$ cat src/rtl/pipeline_pkg.sv
// Shared pipeline definitions: fetch FSM states, datapath width and
// the constants used by the instruction-fetch stage.
package pipeline_pkg;

    localparam int unsigned INSTR_W = 32;

    // All-zero word inserted into IF/ID as a bubble.
    localparam logic [INSTR_W-1:0] NOP_INSTR = '0;

    // Byte distance between consecutive instructions.
    localparam logic [INSTR_W-1:0] PC_INCR = 32'd4;

    typedef enum logic [1:0] {
        FETCH = 2'd0,
        HOLD  = 2'd1,
        DRAIN = 2'd2
    } fetch_state_t;

endpackage

$ cat src/rtl/if_pc_reg.sv
// Program counter register for the fetch stage.
// Priority: reset > redirect > increment > hold. Redirect targets are
// word-aligned by clearing the two low address bits.
module if_pc_reg #(
    parameter int unsigned          INSTR_W  = 32,
    parameter logic [INSTR_W-1:0]   RESET_PC = '0
) (
    input  logic               clk,
    input  logic               reset,
    input  logic               i_redirect,
    input  logic [INSTR_W-1:0] i_target,
    input  logic               i_incr,
    output logic [INSTR_W-1:0] o_pc
);
    import pipeline_pkg::*;

    logic [INSTR_W-1:0] r_pc;

    // Select the next PC: reset value, aligned redirect target, pc+4 or hold.
    always_ff @(posedge clk) begin
        if (reset) begin
            r_pc <= RESET_PC;
        end else if (i_redirect) begin
            r_pc <= i_target & ~INSTR_W'(3);
        end else if (i_incr) begin
            r_pc <= r_pc + INSTR_W'(PC_INCR);
        end
    end

    assign o_pc = r_pc;

endmodule

$ cat src/rtl/if_fetch_unit.sv
// Instruction-fetch stage: owns the PC, runs the request/acknowledge
// handshake with instruction memory and drives the IF/ID register's
// load-enable and clear. A one-entry buffer holds a word fetched while
// the pipeline is stalled; a stale in-flight request after a redirect is
// drained and discarded.
// Optional build macro IF_FETCH_STALL_CNT_EN adds the stall_cycles counter.
module if_fetch_unit #(
    parameter logic [31:0]  RESET_PC = 32'h0000_0000,
    parameter int unsigned  INSTR_W  = 32
) (
    input  logic               clk,
    input  logic               reset,
    input  logic               stall,
    input  logic               branch_taken,
    input  logic [INSTR_W-1:0] branch_target,
    output logic               imem_req,
    output logic [INSTR_W-1:0] imem_addr,
    input  logic               imem_ack,
    input  logic [INSTR_W-1:0] imem_rdata,
    output logic [INSTR_W-1:0] instruction,
    output logic               if_id_load_enable,
    output logic               if_id_clear,
    output logic [INSTR_W-1:0] pc_plus8
`ifdef IF_FETCH_STALL_CNT_EN
    ,
    output logic [31:0]        stall_cycles
`endif
);
    import pipeline_pkg::*;

    fetch_state_t       r_state;
    fetch_state_t       w_state_nxt;
    logic [INSTR_W-1:0] r_buffer;
    logic [INSTR_W-1:0] r_drain_addr;
    logic [INSTR_W-1:0] w_pc;
    logic               w_redirect;
    logic               w_incr;
    logic               w_buf_load;
    logic               w_buf_clear;
    logic               w_drain_load;

    if_pc_reg #(
        .INSTR_W  (INSTR_W),
        .RESET_PC (INSTR_W'(RESET_PC))
    ) u_pc_reg (
        .clk        (clk),
        .reset      (reset),
        .i_redirect (w_redirect),
        .i_target   (branch_target),
        .i_incr     (w_incr),
        .o_pc       (w_pc)
    );

    assign pc_plus8 = w_pc + INSTR_W'(2 * PC_INCR);

    // Next-state and IF/ID control; flush wins over stall, reset over all.
    always_comb begin
        w_state_nxt       = r_state;
        imem_req          = 1'b0;
        imem_addr         = w_pc;
        instruction       = NOP_INSTR;
        if_id_load_enable = 1'b1;
        if_id_clear       = 1'b1;
        w_redirect        = 1'b0;
        w_incr            = 1'b0;
        w_buf_load        = 1'b0;
        w_buf_clear       = 1'b0;
        w_drain_load      = 1'b0;
        if (!reset) begin
            case (r_state)
                FETCH: begin
                    imem_req = 1'b1;
                    if (branch_taken) begin
                        w_redirect = 1'b1;
                        if (!imem_ack) begin
                            w_drain_load = 1'b1;
                            w_state_nxt  = DRAIN;
                        end
                    end else if (imem_ack && !stall) begin
                        if_id_clear = 1'b0;
                        instruction = imem_rdata;
                        w_incr      = 1'b1;
                    end else if (imem_ack) begin
                        if_id_load_enable = 1'b0;
                        if_id_clear       = 1'b0;
                        w_buf_load        = 1'b1;
                        w_state_nxt       = HOLD;
                    end else if (stall) begin
                        if_id_load_enable = 1'b0;
                        if_id_clear       = 1'b0;
                    end
                end
                HOLD: begin
                    if (branch_taken) begin
                        w_redirect  = 1'b1;
                        w_buf_clear = 1'b1;
                        w_state_nxt = FETCH;
                    end else if (stall) begin
                        if_id_load_enable = 1'b0;
                        if_id_clear       = 1'b0;
                    end else begin
                        if_id_clear = 1'b0;
                        instruction = r_buffer;
                        w_incr      = 1'b1;
                        w_state_nxt = FETCH;
                    end
                end
                DRAIN: begin
                    imem_req   = 1'b1;
                    imem_addr  = r_drain_addr;
                    w_redirect = branch_taken;
                    if (imem_ack) begin
                        w_state_nxt = FETCH;
                    end
                end
                default: begin
                    w_state_nxt = FETCH;
                end
            endcase
        end
    end

    // State register, hold buffer and the address of the request being drained.
    always_ff @(posedge clk) begin
        if (reset) begin
            r_state      <= FETCH;
            r_buffer     <= NOP_INSTR;
            r_drain_addr <= '0;
        end else begin
            r_state <= w_state_nxt;
            if (w_buf_load) begin
                r_buffer <= imem_rdata;
            end else if (w_buf_clear) begin
                r_buffer <= NOP_INSTR;
            end
            if (w_drain_load) begin
                r_drain_addr <= w_pc;
            end
        end
    end

`ifdef IF_FETCH_STALL_CNT_EN
    logic [31:0] r_stall_cycles;

    // Count cycles lost to a downstream stall or an outstanding memory request.
    always_ff @(posedge clk) begin
        if (reset) begin
            r_stall_cycles <= '0;
        end else if (stall || (imem_req && !imem_ack)) begin
            r_stall_cycles <= r_stall_cycles + 32'd1;
        end
    end

    assign stall_cycles = r_stall_cycles;
`else
    // Stall counter not built in this configuration.
`endif

endmodule

$ cat config.mk
export PLATFORM = sky130hd
export DESIGN_NAME = if_fetch_unit
export DESIGN_NICKNAME = d
export VERILOG_FILES = /design/src/rtl/pipeline_pkg.sv /design/src/rtl/if_pc_reg.sv /design/src/rtl/if_fetch_unit.sv
export SDC_FILE = /design/constraint.sdc
export NUM_CORES = 1
export LEC_CHECK = 0
export CAP_MARGIN = 20
export CELL_PAD_IN_SITES_DETAIL_PLACEMENT = 0
export CELL_PAD_IN_SITES_GLOBAL_PLACEMENT = 1
export CORE_UTILIZATION = 34
export DETAILED_ROUTE_END_ITERATION = 8
export HOLD_SLACK_MARGIN = 0.08
export PLACE_DENSITY = 0.84
export SLEW_MARGIN = 20
export SYNTH_ARGS = -nofsm -noshare
export SYNTH_HDL_FRONTEND = slang
export SYNTH_SLANG_ARGS = --single-unit
$ cat constraint.sdc
create_clock -name clk -period 2.3 [get_ports clk]
set_clock_uncertainty 0.15 [all_clocks]
set_input_delay 0.345 -clock clk [delete_from_list [all_inputs] [get_ports clk]]
set_output_delay 0.345 -clock clk [all_outputs]
set_load 0.02 [all_outputs]
==> out/metrics.yaml <==
n_antenna_cell: 0
holdWs_ns: 0.304
drv_slew: 0
track_usage_pct: 23.2
worstSetupPathType: "register to output pin"
rsz0062_at_grt: "yes"
io_buffers: 161
layout_common_cells: "buf_4 (160), nor2_1 (105), dfxtp_1 (86)"
syn2layout_area_growth_pct: 70.3
nNetsFinal: 971
crit_start: "u_pc_reg.o_pc[4]$_SDFFE_PP0P_"
endpoint: "pc_plus8[20]"
dp_hpwl_mm: 12.5
slew_headroom_pct: 60.6
drv_cap: 0
worst_r2r_path_depth: 8
antenna_left: 0
grt_pass1_wl_mm: 29.4
worst_pin_slew_ns: 0.592
synth-edff-count: 0
io_pins: 168
path_clk_slew_ns: 0.07
start_util_pct: 34.7
fin_crit_ns: 2.51
finalSetupViolations: 57
dpl_worst_slack_ns: -0.507
crit_arrival_ns: 2.01
yosysWarnings: 0
cts_max_path_buffers: 2
routabilityCongestion: 0.888
crit_slowest_cell: "dfxtp_4"
drive_gt1_share_pct: 42.0
grt_max_degree: 52
stdcell_count: 1093
numPlacedInstances: 1044
die_area_um2: 16000
cpMostUsedCell: "buf_6"
r2r_start: "r_state[1]$_SDFFE_PP0P_"
cts_tree: "done"
outcome: "finished, violations left"
power_leakage_nw: 3.68
async_flop_share_pct: 0
placed_area_um2: 7720
cp_data_required_time_ns: 1.80
numClockSinks: 94
row_count: 45
grt_pass1_vias: 5895
avgViaCountPerCell: 5.31
drt_drc_violations_left: 0
vias: 5799
fp.dieW_um: 126
totalPowerFinal_mw: 4.66
fmax_ghz: 0.399
synth_seq_cells: 94
grt-ovfl-total: 0
avgRoutedWirePerCell_um: 17.8
drt_pass1_iterations: 5
path_cells: "buf_6 > and4_4 > and2_4 > buf_6 > nand2_4 > or3_4 > xnor2_2 > buf_4"
synth_flop_cell: "dfxtp_1"
avgSynthCellArea_um2: 8.02
max_stage_delay_ns: 0.37
violations: "setup timing"
cts-root-buf: "clkbuf_16"
finalCritPeriodShare_pct: 109
synth_area_um2: 5260
synth_cell_type_count: 47
final_cell_area_um2: 8950
worst_r2r_endpoint: "u_pc_reg.o_pc[17]$_SDFFE_PP0P_"
wl_mm: 19.4
power.density_nw_per_um2: 521
chipHeight_um: 126
layout_commonest_cell: "buf_4"
regToRegSetupSlack_ns: 0.09
setup_ws_ns: -0.209
drtIter0Drc: 334
antenna_found_initial: 1
ir_drop_uv: 354
path_max_fanout: 4
yosysSeqAreaShare_pct: 35.8
endpoint_kind: "output pin"
postSynthCellCount: 655
startpoint_type: "register"
hp-class: "register to register"
hold_viol_final: 0
hold_buffers: 0
core_um2: 15100
numCtsBuffers: 9
cts-htree-levels: 3
clock_latency_ns: 0.36
power by group:
group | internal [mW] | total [mW] | switching [mW]
sequential | 1.69 | 1.74 | 0.0546
combinational | 0.503 | 1.00 | 0.499
clock | 1.23 | 1.92 | 0.687
per-stage QoR:
step / setup TNS [ns] / util (%)
floorplan: 0 / -
global placement: -26.74 / 50.9
detailed placement: -32.32 / 50.9
CTS: -3.07 / 55.1
global route: -8.42 / 59.1
finish: -3.99 / 59.1
Yosys cell counts (9+ instances only):
cell type	count	area share, %
xnor2_1	28	4.7
nand2_1	82	5.9
buf_2	20	1.9
nor2_1	112	8.0
dfxtp_1	94	36
a22oi_1	64	9.1
a21oi_1	32	3.0
nor3_1	9	0.86
xor2_1	24	4.0
nand3_1	11	1.0
a211oi_1	26	3.7
clkbuf_1	38	2.7
nand4_1	11	1.3
mux2_2	29	6.2
routing by layer:
layer	vias up	part of all wire (%)	GRT usage, %
li1	2772	-	-
met1	2758	40	26.8
met2	235	51	41.8
met3	34	6.5	4.98
met4	0	2.4	9.21
met5	-	0	0
what timing repair did:
action / 4_1_cts / 5_1_grt
cloned: 5 / 4
gates resized for setup: 478 / 151
setup buffers: 21 / 12
pin swaps: 21 / 67
setup endpoints to repair: 92 / 93
flip-flops by register name (all words and copies together) (netlist names):
signal         cells
r_buffer          32
r_drain_addr      30
u_pc_reg.o_pc     30
r_state            2
worst min path at each step:
stage	endpoint	depth (start not counted)	start
2_1_floorplan	r_state[1]$_SDFFE_PP0P_	1	imem_ack
6_report	r_drain_addr[22]$_SDFFE_PP0P_	2	r_drain_addr[22]$_SDFFE_PP0P_
4_1_cts	r_drain_addr[22]$_SDFFE_PP0P_	2	r_drain_addr[22]$_SDFFE_PP0P_
5_1_grt	r_drain_addr[29]$_SDFFE_PP0P_	2	r_drain_addr[29]$_SDFFE_PP0P_
3_3_place_gp	r_drain_addr[26]$_SDFFE_PP0P_	2	r_drain_addr[26]$_SDFFE_PP0P_
3_5_place_dp	r_drain_addr[22]$_SDFFE_PP0P_	2	r_drain_addr[22]$_SDFFE_PP0P_
cell type report:
| type | count | area, µm² |
|---|---|---|
| repair buffers | 302 | 2790 |
| inverters | 4 | 17.5 |
| flip-flops and latches | 94 | 1900 |
| well taps | 188 | 235 |
| clock buffers | 11 | 253 |
| clock inverters | 5 | 129 |
| fillers | 1261 | 6190 |
| multi-input cells | 489 | 3630 |
cell families after synthesis:
kind of cell / after synthesis / share of synthesized area (%)
other: 1 / 0.0713
muxes: 29 / 6.21
AOI/OAI and AO/OA: 137 / 18.0
xor gates and xnor gates: 52 / 8.66
DFF: 94 / 35.8
adders and majority gates: 2 / 0.476
and+or+nand+nor: 265 / 23.9
buffers and inverters: 75 / 6.95
critical path: cells and delay by family, from the launching register on:
| family | cells | cell delay [ns] |
|---|---|---|
| and+or+nand+nor | 4 | 0.79 |
| buffers and inverters | 3 | 0.36 |
| xor gates and xnor gates | 1 | 0.14 |
| DFF | 1 | 0.37 |
(Power assumes the default switching activity.)
==> patch, RTL diff (config.mk and constraints unchanged) <==
Register the input `branch_target` before use. The logic sees it one clock later. The other inputs are not delayed to match.
--- a/src/rtl/if_fetch_unit.sv
+++ b/src/rtl/if_fetch_unit.sv
@@ -28,6 +28,12 @@
 );
     import pipeline_pkg::*;
 
+    logic [INSTR_W-1:0] branch_target_q;
+
+    always_ff @(posedge clk) begin
+        branch_target_q <= branch_target;
+    end
+
     fetch_state_t       r_state;
     fetch_state_t       w_state_nxt;
     logic [INSTR_W-1:0] r_buffer;
@@ -46,7 +52,7 @@
         .clk        (clk),
         .reset      (reset),
         .i_redirect (w_redirect),
-        .i_target   (branch_target),
+        .i_target   (branch_target_q),
         .i_incr     (w_incr),
         .o_pc       (w_pc)
     );
Formal check against the unedited RTL: not equivalent (a bounded check fails within 4 cycles, from zero or initial values and one cycle with reset high).
==> patch against the unedited design <==
  * Largest power group unchanged
  * Synthesized area increased by 15%
  * Design area increased by 15%
  * First-iteration DRC count increased by 42%
  * Sequential cell count increased by 30
  * Worst setup slack got worse by 0.0030 ns
  * Total power increased by 30%
  * The run still ends with negative setup slack left
  * Fmax decreased by 0.12%
  * Wire length increased by 12%
  * Clock power increased by 37%
  * Critical endpoint is now pc_plus8[27]
==> patch: results (changes against the unedited design) <==
Outcome
  – Status: finished with violations
  – Failing checks: negative setup slack

Global routing
  – Number of global-route vias before repair: 6063 (+2.8%)
  – GRT Util Overall: 23.1% (-0.13 points)
  – Largest net degree at the start of global routing: 48 (-7.7%)
  – Antenna violations before repair: 0 (-1)
  – First-pass GRT wire length: 32100 microns (+9.4%)

Worst setup path
  – CP max stage cell: or3_4
  – Worst-path maximum fanout: 3 (-1)
  – Peak per-stage delay on the critical path: 0.41 ns (+0.04 ns)

Route
  – 1st-iter DRT viols: 473 (+42%)
  – Final wirelength: 21700 microns (+12%)

Yosys
  – FF+latch count, synth: 124 (+32%)
  – Netlist cell types: 55 (+17%)
  – Mux cell area share after synthesis: 5.96% (-0.25 points)
  – Sequential-to-total area share from yosys stat: 41.2% (+5.4 points)
  – Post-Synth Adder-Cell Area: 0.415% (-0.061 points)
  – Avg Cell Area, Syn: 8.50 sq um (+5.9%)
  – Synth top area cells: dfxtp_1 (41%), a22oi_1 (8.6%), nor2_1 (6.4%), nand2_1 (5.9%), mux2_2 (5.8%)
  – XOR/XNOR share of the synthesized area: 5.38% (-3.3 points)
  – Post-synthesis compound-gate area fraction: 16.7% (-1.2 points)
  – Commonest cells in the netlist: dfxtp_1 (124), nor2_1 (103), nand2_1 (94)

Finish
  – Post-layout net count: 1061 (+9.3%)
  – Signal buf overhead: 30.2% (-0.91 points)
  – CLK BUF: 22 (+11)
  – Multi-input gate count: 513 (+4.9%)
  – Inverters: 5 (+1)
  – ClkCell Share: 5.50% (+1.2 points)
  – Fill count: 1440 (+14%)
  – Multi-input logic area: 3800 sq um (+4.8%)
  – Cell Count, Final, Fillers Out: 1226 (+12%)
  – Seq area share: 24.4% (+3.2 points)
  – Share of layout cells above drive strength 1: 44.1% (+2.1 points)

Pwr
  – P_seq: 0.00231 W (+33%)
  – Total Power: 0.00605 W (+30%)
  – IR drop worst, VDD: 0.523 mV (+48%)
  – Lkg Pwr: 4.26 nW (+16%)
  – Switching pwr: 0.00159 W (+28%)
  – Power Combinational: 0.00111 W (+11%)

Place
  – Cell count after placement: 1148 (+10%)
  – Placed Area: 8450 sq um (+9.5%)
  – Post-detail-place hpwl: 12800 microns (+2.3%)
  – Placer Congestion: 0.847 (-4.7%)

Floorplanning
  – Die Footprint: 18300 sq um (+14%)

Timing
  – Slew margin rel.: 63.5% (+3.0 points)
  – Setup-failing EPs final: 81 (+42%)
  – Final worst setup slack: -0.212 ns (-0.00304 ns)

Clock network
  – Number of CTS-inserted buffers: 17 (+8)
[patch: timing repair]
| item | 4_1_cts | 5_1_grt |
|---|---|---|
| pin swaps | 35 | 85 |
| buffers inserted | 24 | 23 |
| setup endpoints to repair | 90 | 102 |
| gates cloned | 6 | 1 |
| resized for setup | 502 | 206 |
[patch: path summary, 6_finish.rpt]
path         depth (start not counted)  slack [ns]                start                 to
max                                  7       -0.21    u_pc_reg.o_pc[15]       pc_plus8[27]
min                                  3        0.16                reset       r_buffer[30]
max reg2reg                          7           0    u_pc_reg.o_pc[19]  u_pc_reg.o_pc[31]
min reg2reg                          2        0.30  branch_target_q[18]  u_pc_reg.o_pc[18]
[patch: routing by layer]
| metal | vias to the layer above | wire (microns) | GRT usage, % |
|---|---|---|---|
| met1 | 3032 | 8810 | 27.3 |
| met5 | - | 0 | 0 |
| met4 | 0 | 546 | 10.0 |
| li1 | 3048 | - | - |
| met3 | 33 | 1580 | 7.32 |
| met2 | 247 | 10800 | 38.3 |
